[src/rtl/predecode_pkg.sv]
// Shared predecode definitions: opcode classifier functions and the forced-break opcode.
// Pure combinational helpers, no state.
// Used by the queue classifier and by the legacy single-byte predecode stage.
package predecode_pkg;

  // Opcode injected on the instruction register when an interrupt forces a break.
  localparam logic [7:0] BRK_OPCODE = 8'h00;

  // Implied (one-byte) opcode form.
  function automatic logic pd_implied(input logic [7:0] b);
    return b[3] & ~b[2] & ~b[0];
  endfunction

  // Active-low: 0 when the opcode completes in two cycles.
  function automatic logic pd_two_cycle_n(input logic [7:0] b);
    logic m1;
    logic m2;
    logic m3;
    logic imp;
    m1  = ~b[4] & b[3] & ~b[2] & b[0];
    m2  = b[7] & ~b[4] & ~b[3] & ~b[2] & ~b[0];
    m3  = ~b[7] & ~b[4] & b[3] & ~b[2] & ~b[1] & ~b[0];
    imp = pd_implied(b);
    return ~(m1 | m2 | (imp & ~m3));
  endfunction

endpackage

[src/rtl/predecode_classify.sv]
// Combinational opcode classifier used on the queue push path.
// Latency: zero cycles (pure combinational).
// Backpressure: none; the caller decides when the result is stored.
module predecode_classify
  import predecode_pkg::*;
#(
  parameter int DATA_W = 8
) (
  input  logic [DATA_W-1:0] opc,
  output logic              imp,
  output logic              tc_n
);

  // Only the low byte carries decode information.
  assign imp  = pd_implied(opc[7:0]);
  assign tc_n = pd_two_cycle_n(opc[7:0]);

endmodule

[src/rtl/predecode_queue.sv]
// Predecode queue: buffers opcode bytes with push-time flags, presents the head to the IR.
// Latency: one edge from push to head; interrupt-forced BRK is combinational from aic_n/fetch.
// Backpressure: pd_ready = ~full from registered count; no pass-through when full.
module predecode_queue
  import predecode_pkg::*;
#(
  parameter int DATA_W = 8,
  parameter int DEPTH  = 4,
  parameter int CNT_W  = $clog2(DEPTH + 1)
) (
  input  logic              clk_1,
  input  logic              rst_n,
  input  logic [DATA_W-1:0] pd,
  input  logic              pd_valid,
  output logic              pd_ready,
  input  logic              flush,
  input  logic              aic_n,
  input  logic              fetch,
  output logic [DATA_W-1:0] ir,
  output logic              ir_valid,
  output logic              implied,
  output logic              tz_pre_n,
  output logic [CNT_W-1:0]  count
);

  localparam int PTR_W = $clog2(DEPTH);

  logic [DATA_W-1:0] data_q [DEPTH];
  logic [DATA_W-1:0] data_d [DEPTH];
  logic [DEPTH-1:0]  imp_q, imp_d;
  logic [DEPTH-1:0]  tcn_q, tcn_d;
  logic [PTR_W-1:0]  wr_ptr_q, wr_ptr_d;
  logic [PTR_W-1:0]  rd_ptr_q, rd_ptr_d;
  logic [CNT_W-1:0]  count_q, count_d;

  logic full;
  logic empty;
  logic push;
  logic pop;
  logic force_brk;
  logic pd_imp;
  logic pd_tcn;

  assign full      = (count_q == CNT_W'(DEPTH));
  assign empty     = (count_q == '0);
  assign force_brk = ~aic_n & fetch;
  assign push      = pd_valid & ~full;
  // A forced break holds the head so the interrupted opcode is replayed later.
  assign pop       = fetch & aic_n & ~empty;

  predecode_classify #(
    .DATA_W (DATA_W)
  ) u_classify (
    .opc  (pd),
    .imp  (pd_imp),
    .tc_n (pd_tcn)
  );

  // Next-state: flush wins over push/pop; otherwise push and pop are independent.
  always_comb begin
    data_d   = data_q;
    imp_d    = imp_q;
    tcn_d    = tcn_q;
    wr_ptr_d = wr_ptr_q;
    rd_ptr_d = rd_ptr_q;
    count_d  = count_q;
    if (flush) begin
      wr_ptr_d = '0;
      rd_ptr_d = '0;
      count_d  = '0;
    end else begin
      if (push) begin
        data_d[wr_ptr_q] = pd;
        imp_d[wr_ptr_q]  = pd_imp;
        tcn_d[wr_ptr_q]  = pd_tcn;
        wr_ptr_d         = wr_ptr_q + 1'b1;
      end
      if (pop) begin
        rd_ptr_d = rd_ptr_q + 1'b1;
      end
      case ({push, pop})
        2'b10:   count_d = count_q + 1'b1;
        2'b01:   count_d = count_q - 1'b1;
        default: count_d = count_q;
      endcase
    end
  end

  // Queue state registers; reset empties the queue immediately.
  always_ff @(posedge clk_1 or negedge rst_n) begin
    if (!rst_n) begin
      for (int i = 0; i < DEPTH; i++) begin
        data_q[i] <= '0;
      end
      imp_q    <= '0;
      tcn_q    <= '1;
      wr_ptr_q <= '0;
      rd_ptr_q <= '0;
      count_q  <= '0;
    end else begin
      data_q   <= data_d;
      imp_q    <= imp_d;
      tcn_q    <= tcn_d;
      wr_ptr_q <= wr_ptr_d;
      rd_ptr_q <= rd_ptr_d;
      count_q  <= count_d;
    end
  end

  // Head presentation: forced BRK overrides, an empty queue shows a cleared IR.
  always_comb begin
    ir       = '0;
    implied  = 1'b0;
    tz_pre_n = 1'b1;
    ir_valid = 1'b0;
    if (force_brk) begin
      ir       = DATA_W'(BRK_OPCODE);
      ir_valid = 1'b1;
    end else if (!empty) begin
      ir       = data_q[rd_ptr_q];
      implied  = imp_q[rd_ptr_q];
      tz_pre_n = tcn_q[rd_ptr_q];
      ir_valid = 1'b1;
    end
  end

  assign pd_ready = ~full;
  assign count    = count_q;

endmodule

[config.mk]
export PLATFORM = sky130hd
export DESIGN_NAME = predecode_queue
export DESIGN_NICKNAME = d
export VERILOG_FILES = /design/src/rtl/predecode_pkg.sv /design/src/rtl/predecode_classify.sv /design/src/rtl/predecode_queue.sv
export SDC_FILE = /design/constraint.sdc
export NUM_CORES = 1
export LEC_CHECK = 0
export ABC_AREA = 1
export BUFFER_PORTS_ARGS = -buffer_cell sky130_fd_sc_hd__buf_2
export CELL_PAD_IN_SITES_DETAIL_PLACEMENT = 1
export CELL_PAD_IN_SITES_GLOBAL_PLACEMENT = 2
export CORE_MARGIN = 1.5
export CORE_UTILIZATION = 30
export DETAILED_ROUTE_END_ITERATION = 7
export PLACE_DENSITY_LB_ADDON = 0.1
export SLEW_MARGIN = 20
export SYNTH_ARGS = -nofsm -noshare
export SYNTH_HDL_FRONTEND = slang
export SYNTH_HIERARCHICAL = 1
export SYNTH_SLANG_ARGS = --single-unit
[constraint.sdc]
create_clock -name clk_1 -period 3.05 [get_ports clk_1]
set_input_delay 0.1525 -clock clk_1 [delete_from_list [all_inputs] [get_ports clk_1]]
set_output_delay 0.1525 -clock clk_1 [all_outputs]
set_load 0.02 [all_outputs]
==> summary.md, run 1 <==
| Metric | Value |
|---|---|
| Outcome | completed |
| Top cells by area, synth | dfrtp_1 44%, nand2_1 9.1%, nor2_1 6.9%, o21ai_1 6.3%, o21ai_0 4.5% |
| Nature of the critical path startpoint | flop |
| Post-DP HPWL | 4100 um |
| Max Slew Vio Count | 0 |
| Clk_lat worst skew | 300 ps |
| RSZ-0062 raised after global routing | false |
| WS Path Type | reg2out |
| Setup bufs post-CTS | 0 |
| Synth Flop Type | dfrtp_1 |
| Slew headroom | 0.439 |
| Vias in the first global route | 2003 |
| Largest net degree at the start of global routing | 36 |
| Die width | 93.6 um |
| Htree depth | 2 |
| Max VDD drop | 289 uV |
| Max-cap viol count | 0 |
| Hold_ws | 164 ps |
| Pre-antenna DRT Iters | 4 |
| Final period util | 0.683 |
| Mapped Area | 0.00246 mm^2 |
| Global-route wire length before repair | 10300 um |
| Post-synth EDFFs | 0 |
| Final net count | 340 |
| Initial antenna violation count | 0 |
| Hold crit path type | in2reg |
| Setup TNS | 0 ps |
| Maximum clock insertion buffer count | 2 |
| Grt total ovfl | 0 |
| Post-route antenna net violation count | 0 |
| Final min period | 2080 ps |
| Synthesized area per cell | 8.26 um^2 |
| YS warnings | 6 |
| P_int | 1.25 mW |
| Fin. Hold Viols | 0 |
| Global-route usage over all layers | 0.156 |
| Cells after Synth | 298 |
| Routed wire length | 6170 um |
| Clock power frac | 0.184 |
| Ports | 29 |
| Part of the power in registers | 0.478 |
| Avg WL per Cell | 14.6 um |
| Sw Ratio | 0.375 |
| Largest area contributor in the netlist | dfrtp_1 |
| Synthesized Nets | 317 |
| # clock sinks | 47 |
| Detailed-route DRC error count | 0 |
| CTS resizes | 0 |
| CP Data Arrival Time | 1930 ps |
| Switching pwr | 0.752 mW |
| CP Capture Type | output port |
| CP Max Fanout | 12 |
| Number of synthesized register bits | 47 |
| Final setup violation count | 0 |
| Power per Cell Area | 739 mW/mm^2 |
| Most frequent cell after synthesis | nand2_1 |
| Antenna cells | 0 |
| CTS clk-pin slew, worst paths | 90 ps |
| Clock skew | 6.28 ps |
| Core ar. | 0.00785 mm^2 |
| Final Power | 2.00 mW |
| CTS tree | built |
| Worst Tran Pin Value | 841 ps |
| Comb power frac | 0.338 |
| Core Rows | 32 |
| Die height | 93.6 um |
| Initial Utilization | 0.314 |
| Synth cell types | 26 |
| Layout cells sized above 1 | 0.189 |
| Root buf cell | clkbuf_8 |
| Final Wtd Congestion | 0.749 |
| Vias | 1952 |
| Peak Freq | 480 MHz |
| Share of the synthesized area in the top cell type | 0.437 |
| Port Buffers | 28 |
| Number of CTS-inserted buffers | 5 |
| Ys async rst share | 1.00 |
| DR vias/cell | 4.60 |
| Leakage | 1.36 nW |
| Sequential fraction of the synthesis area | 0.480 |
| Synthesis-to-finish area growth | 10.1% |
| Most instantiated cells after synthesis | 60 x nand2_1, 45 x nor2_1, 43 x dfrtp_1 |
| 1st-iter DRT viols | 74 |
| Worst Path Required | 2900 ps |
| DIE AREA | 0.00876 mm^2 |
-- through the flow --
| stage | util | cell area, um^2 | instances | setup WS, ps |
|---|---|---|---|---|
| after CTS | 0.345 | 2710 | 424 | 898 |
| after global routing | 0.345 | 2710 | 424 | 789 |
| after detailed placement | 0.334 | 2620 | 415 | 963 |
| final | 0.345 | 2710 | 424 | 967 |
| after floorplan | - | 2460 | 298 | 1060 |
| after global placement | 0.334 | 2620 | 415 | 1010 |
-- sequential cells by signal, summed over array words and instances, names as in the netlist --
register,count
data_q,32
imp_q,4
tcn_q,4
count,3
rd_ptr_q,2
wr_ptr_q,2
-- what timing repair did --
action	in CTS	in global routing
hold buffers	1	0
setup endpoints to repair	0	0
hold endpoints to repair	30	0
-- cell type report --
class,instances,area [um^2]
fillers,1014,5140
flip-flops and latches,47,1180
multi-input cells,208,1050
clock buffers,7,76.3
well taps,102,128
inverters,28,105
clock inverters,1,5.00
repair buffers,31,165
-- metal layers --
layer | GRT usage | wire, um
met5 | 0 | 0
met4 | 0.0485 | 83
met3 | 0.0293 | 122
met1 | 0.215 | 3130
met2 | 0.248 | 2830
-- worst max-delay path: stages, from the launching register on --
cell	delay, ps
dfrtp_1	650
inv_1	350
nor2_1	180
o21ai_0	100
a21oi_1	160
buf_2	180
-- worst paths after layout --
path	slack [ps]	cells after the start	end	from
setup / recovery	970	5	ir[1]	rd_ptr_q[1]
hold reg to reg	480	2	tcn_q[3]	tcn_q[3]
min in group asynchronous	490	2	data_q[15]	rst_n
setup reg to reg	970	12	count[2]	count[0]
hold / removal	160	3	data_q[22]	pd[6]
max in group asynchronous	1850	3	data_q[26]	rst_n
-- power by group through the flow --
stage / clock [mW] / sequential, mW / combinational [mW]
floorplan: 0 / 0.949 / 0.517
global placement: 0 / 0.963 / 0.682
detailed placement: 0 / 0.970 / 0.690
CTS: 0.388 / 0.959 / 0.697
global route: 0.409 / 0.992 / 0.778
finish: 0.369 / 0.957 / 0.678
-- cell families after synthesis --
kind of cell	share of synthesized area
adder cells (fa/ha/maj)	0.0285
flip-flops	0.480
XOR/XNOR	0.00712
AO/OA/AOI/OAI	0.172
buffers and inverters	0.0940
AND/OR/NAND/NOR	0.218
-- placed cells by master, fill, tap and decap left out --
master          n
dlygate4sd3_1   1
nand2_1        60
xnor2_1         1
a21oi_1        13
o21ai_0        22
nand4_1         3
clkbuf_8        5
inv_2           1
or2_2           1
nand2_4         3
nand3_1         4
o211ai_1        2
buf_2          28
clkbuf_1        2
nor2_2          2
fa_1            1
buf_4           2
nand3b_1        1
ha_1            4
dfstp_2         4
o21ai_1        31
nor2_8          1
xor2_1          1
nand2_2         4
dfrtp_1        43
o21ai_2         9
clkinv_2        1
inv_1          27
nor2_1         45
Note: power is estimated with default switching activity, not from simulation.
==> inputs of run 2 (changes only) <==
==> constraint.sdc (replaced) <==
create_clock -name clk_1 -period 1.78 [get_ports clk_1]
set_input_delay 0.089 -clock clk_1 [delete_from_list [all_inputs] [get_ports clk_1]]
set_output_delay 0.089 -clock clk_1 [all_outputs]
set_load 0.02 [all_outputs]
==> run 2 against run 1 <==
Compared with the run above: critical path depth up 7; routed wire length is 7.9% higher; worst setup slack got worse by 930 ps; die area unchanged; register-to-register slack got worse by 930 ps; sequential power rose by 70%; sequential share of layout area decreased by 3.0 points; hold slack worse by 66 ps; largest cell class unchanged; largest power group unchanged.
==> summary.md, run 2 (synthesis gave the netlist of run 1 again) <==
| Metric | Value |
|---|---|
| Final Power | 3.67 mW |
| Fin. Hold Viols | 0 |
| Switching pwr | 1.38 mW |
| RR Startpoint | count[0] |
| Grt total ovfl | 0 |
| Post-route antenna net violation count | 0 |
| Dpl cell area | 0.00276 mm^2 |
| Largest register by flop count | data_q |
| Initial Utilization | 0.314 |
| Worst hold path cell count | 3 |
| Clock skew | 17.4 ps |
| Setup TNS | 0 ps |
| Fin util | 0.372 |
| Layout cells sized above 1 | 0.261 |
| Most frequent cells in the layout | 58 x nand2_1, 44 x nor2_1, 40 x dfrtp_1 |
| Final min period | 1750 ps |
| Largest net degree at the start of global routing | 48 |
| Worst Path Required | 1970 ps |
| Ports | 29 |
| CP most frequent cell | nand2_1 |
| Root buf cell | clkbuf_8 |
| Clk_lat worst skew | 310 ps |
| Global-route wire length before repair | 11100 um |
| Post-DP HPWL | 4320 um |
| Crit path max-delay cell type | dfrtp_2 |
| Peak Freq | 572 MHz |
| Outcome | completed |
| Pre-antenna DRT Iters | 4 |
| Part of the power in registers | 0.443 |
| Post-layout instance area | 0.00292 mm^2 |
| Slew headroom | 0.684 |
| Max VDD drop | 466 uV |
| Antenna cells | 0 |
| Initial antenna violation count | 0 |
| Number of CTS-inserted buffers | 5 |
| CP Buf/Inv Count | 2 |
| CTS clk-pin slew, worst paths | 100 ps |
| Vias | 2029 |
| Port Buffers | 28 |
| Final net count | 355 |
| Die height | 93.6 um |
| Final period util | 0.981 |
| Hold_ws | 98.1 ps |
| Htree depth | 2 |
| CP Max Fanout | 4 |
| CP Capture Type | flop |
| Reg2Reg Depth | 12 |
| Power per Cell Area | 1260 mW/mm^2 |
| DP Cell Count | 425 |
| Top Family by Delay on Critical Path | simple AND/OR/NAND/NOR gates |
| DIE AREA | 0.00876 mm^2 |
| Vias in the first global route | 2126 |
| R2R setup slack | 30 ps |
| Max-cap viol count | 0 |
| Hold Path End | data_q[13] |
| Max incr delay on CP | 430 ps |
| Hold crit path type | in2reg |
| Fillcell total | 963 |
| Worst slack, placed | 15.4 ps |
| Avg WL per Cell | 15.2 um |
| Clock power frac | 0.193 |
| Global-route usage over all layers | 0.168 |
| Detailed-route DRC error count | 0 |
| Maximum clock insertion buffer count | 2 |
| Core Rows | 32 |
| Synthesis-to-finish area growth | 18.6% |
| RSZ-0062 raised after global routing | true |
| CTS tree | built |
| Max Slew Vio Count | 0 |
| Worst Tran Pin Value | 473 ps |
| Number of flip-flops under the largest register name | 32 |
| Sw Ratio | 0.376 |
| Final Wtd Congestion | 0.706 |
| Hold path start | pd[5] |
| Routed wire length | 6660 um |
| # clock sinks | 47 |
| Non-Filler Instances | 439 |
| Reg-to-Reg End | count[2] |
| Final setup violation count | 0 |
| Top flop regs | data_q: 32 flops, imp_q: 4 flops, tcn_q: 4 flops |
| Fin worst setup slack | 33.0 ps |
| CP cell instances | nor2_4 -> nand2_2 -> nand2_2 -> inv_4 -> nand2_4 -> inv_2 -> fa_2 -> xor2_1 -> nand3_1 -> nand2_1 -> nand2_1 -> nand2_1 |
| CP Data Arrival Time | 1930 ps |
| Nature of the critical path startpoint | flop |
| DR vias/cell | 4.62 |
| Core ar. | 0.00785 mm^2 |
| Leakage | 1.46 nW |
| 1st-iter DRT viols | 76 |
| Comb power frac | 0.364 |
| WS Path Type | reg2reg |
| Commonest non-fill, non-tap cell in the layout | nand2_1 |
| Die width | 93.6 um |
| P_int | 2.29 mW |
[run 2: cell count changes in the layout (fill, tap and decap cells not counted), sizes merged]
cell and change:
buf +15, clkinvlp +1, clkbuf -1
[run 2: final cells by class]
cell class,instances,area (um^2),area share
Tap cell,102,128,0.0437
Clock inverter,2,16.3,0.00557
Sequential cell,47,1180,0.406
Timing Repair Buffer,46,332,0.114
Inverter,28,108,0.0368
Multi-Input combinational cell,208,1070,0.366
Clock buffer,6,82.6,0.0283
[run 2: worst max path at each step]
stage                        start  endpoint  slack, ps  cells past startpoint
after floorplan           count[0]  count[2]        -20                     12
after global placement    count[1]  count[2]         70                     12
after detailed placement  count[1]  count[2]         20                     12
after CTS                 count[0]  count[2]         20                     12
after global routing      count[0]  count[2]        -90                     12
final                     count[0]  count[2]         30                     12
[run 2: per-layer routing]
layer  up-vias  global-route usage  share of wire
li1       1028                   -              -
met1       974               0.231           0.50
met2        25               0.271           0.47
met3         2              0.0293          0.026
met4         0              0.0485         0.0078
met5         -                   0              0
[run 2: what timing repair did]
item / in CTS / in global routing
gates resized for setup: 0 / 5
hold endpoints to repair: 43 / 0
endpoints found under the setup margin: 6 / 11
pin swaps: 2 / 0
hold buffers: 1 / 0
setup buffers: 3 / 2
[run 2: worst min-delay path, stage by stage]
cell	delay, ps
buf_2	80
inv_1	80
o21ai_2	130
[run 2: power groups by stage]
| stage | combinational, mW | sequential [mW] | clock (mW) |
|---|---|---|---|
| after global routing | 1.52 | 1.68 | 0.776 |
| after CTS | 1.34 | 1.63 | 0.751 |
| after detailed placement | 1.29 | 1.66 | 0 |
| after global placement | 1.26 | 1.66 | 0 |
| after floorplan | 0.901 | 1.64 | 0 |
| final | 1.34 | 1.63 | 0.707 |
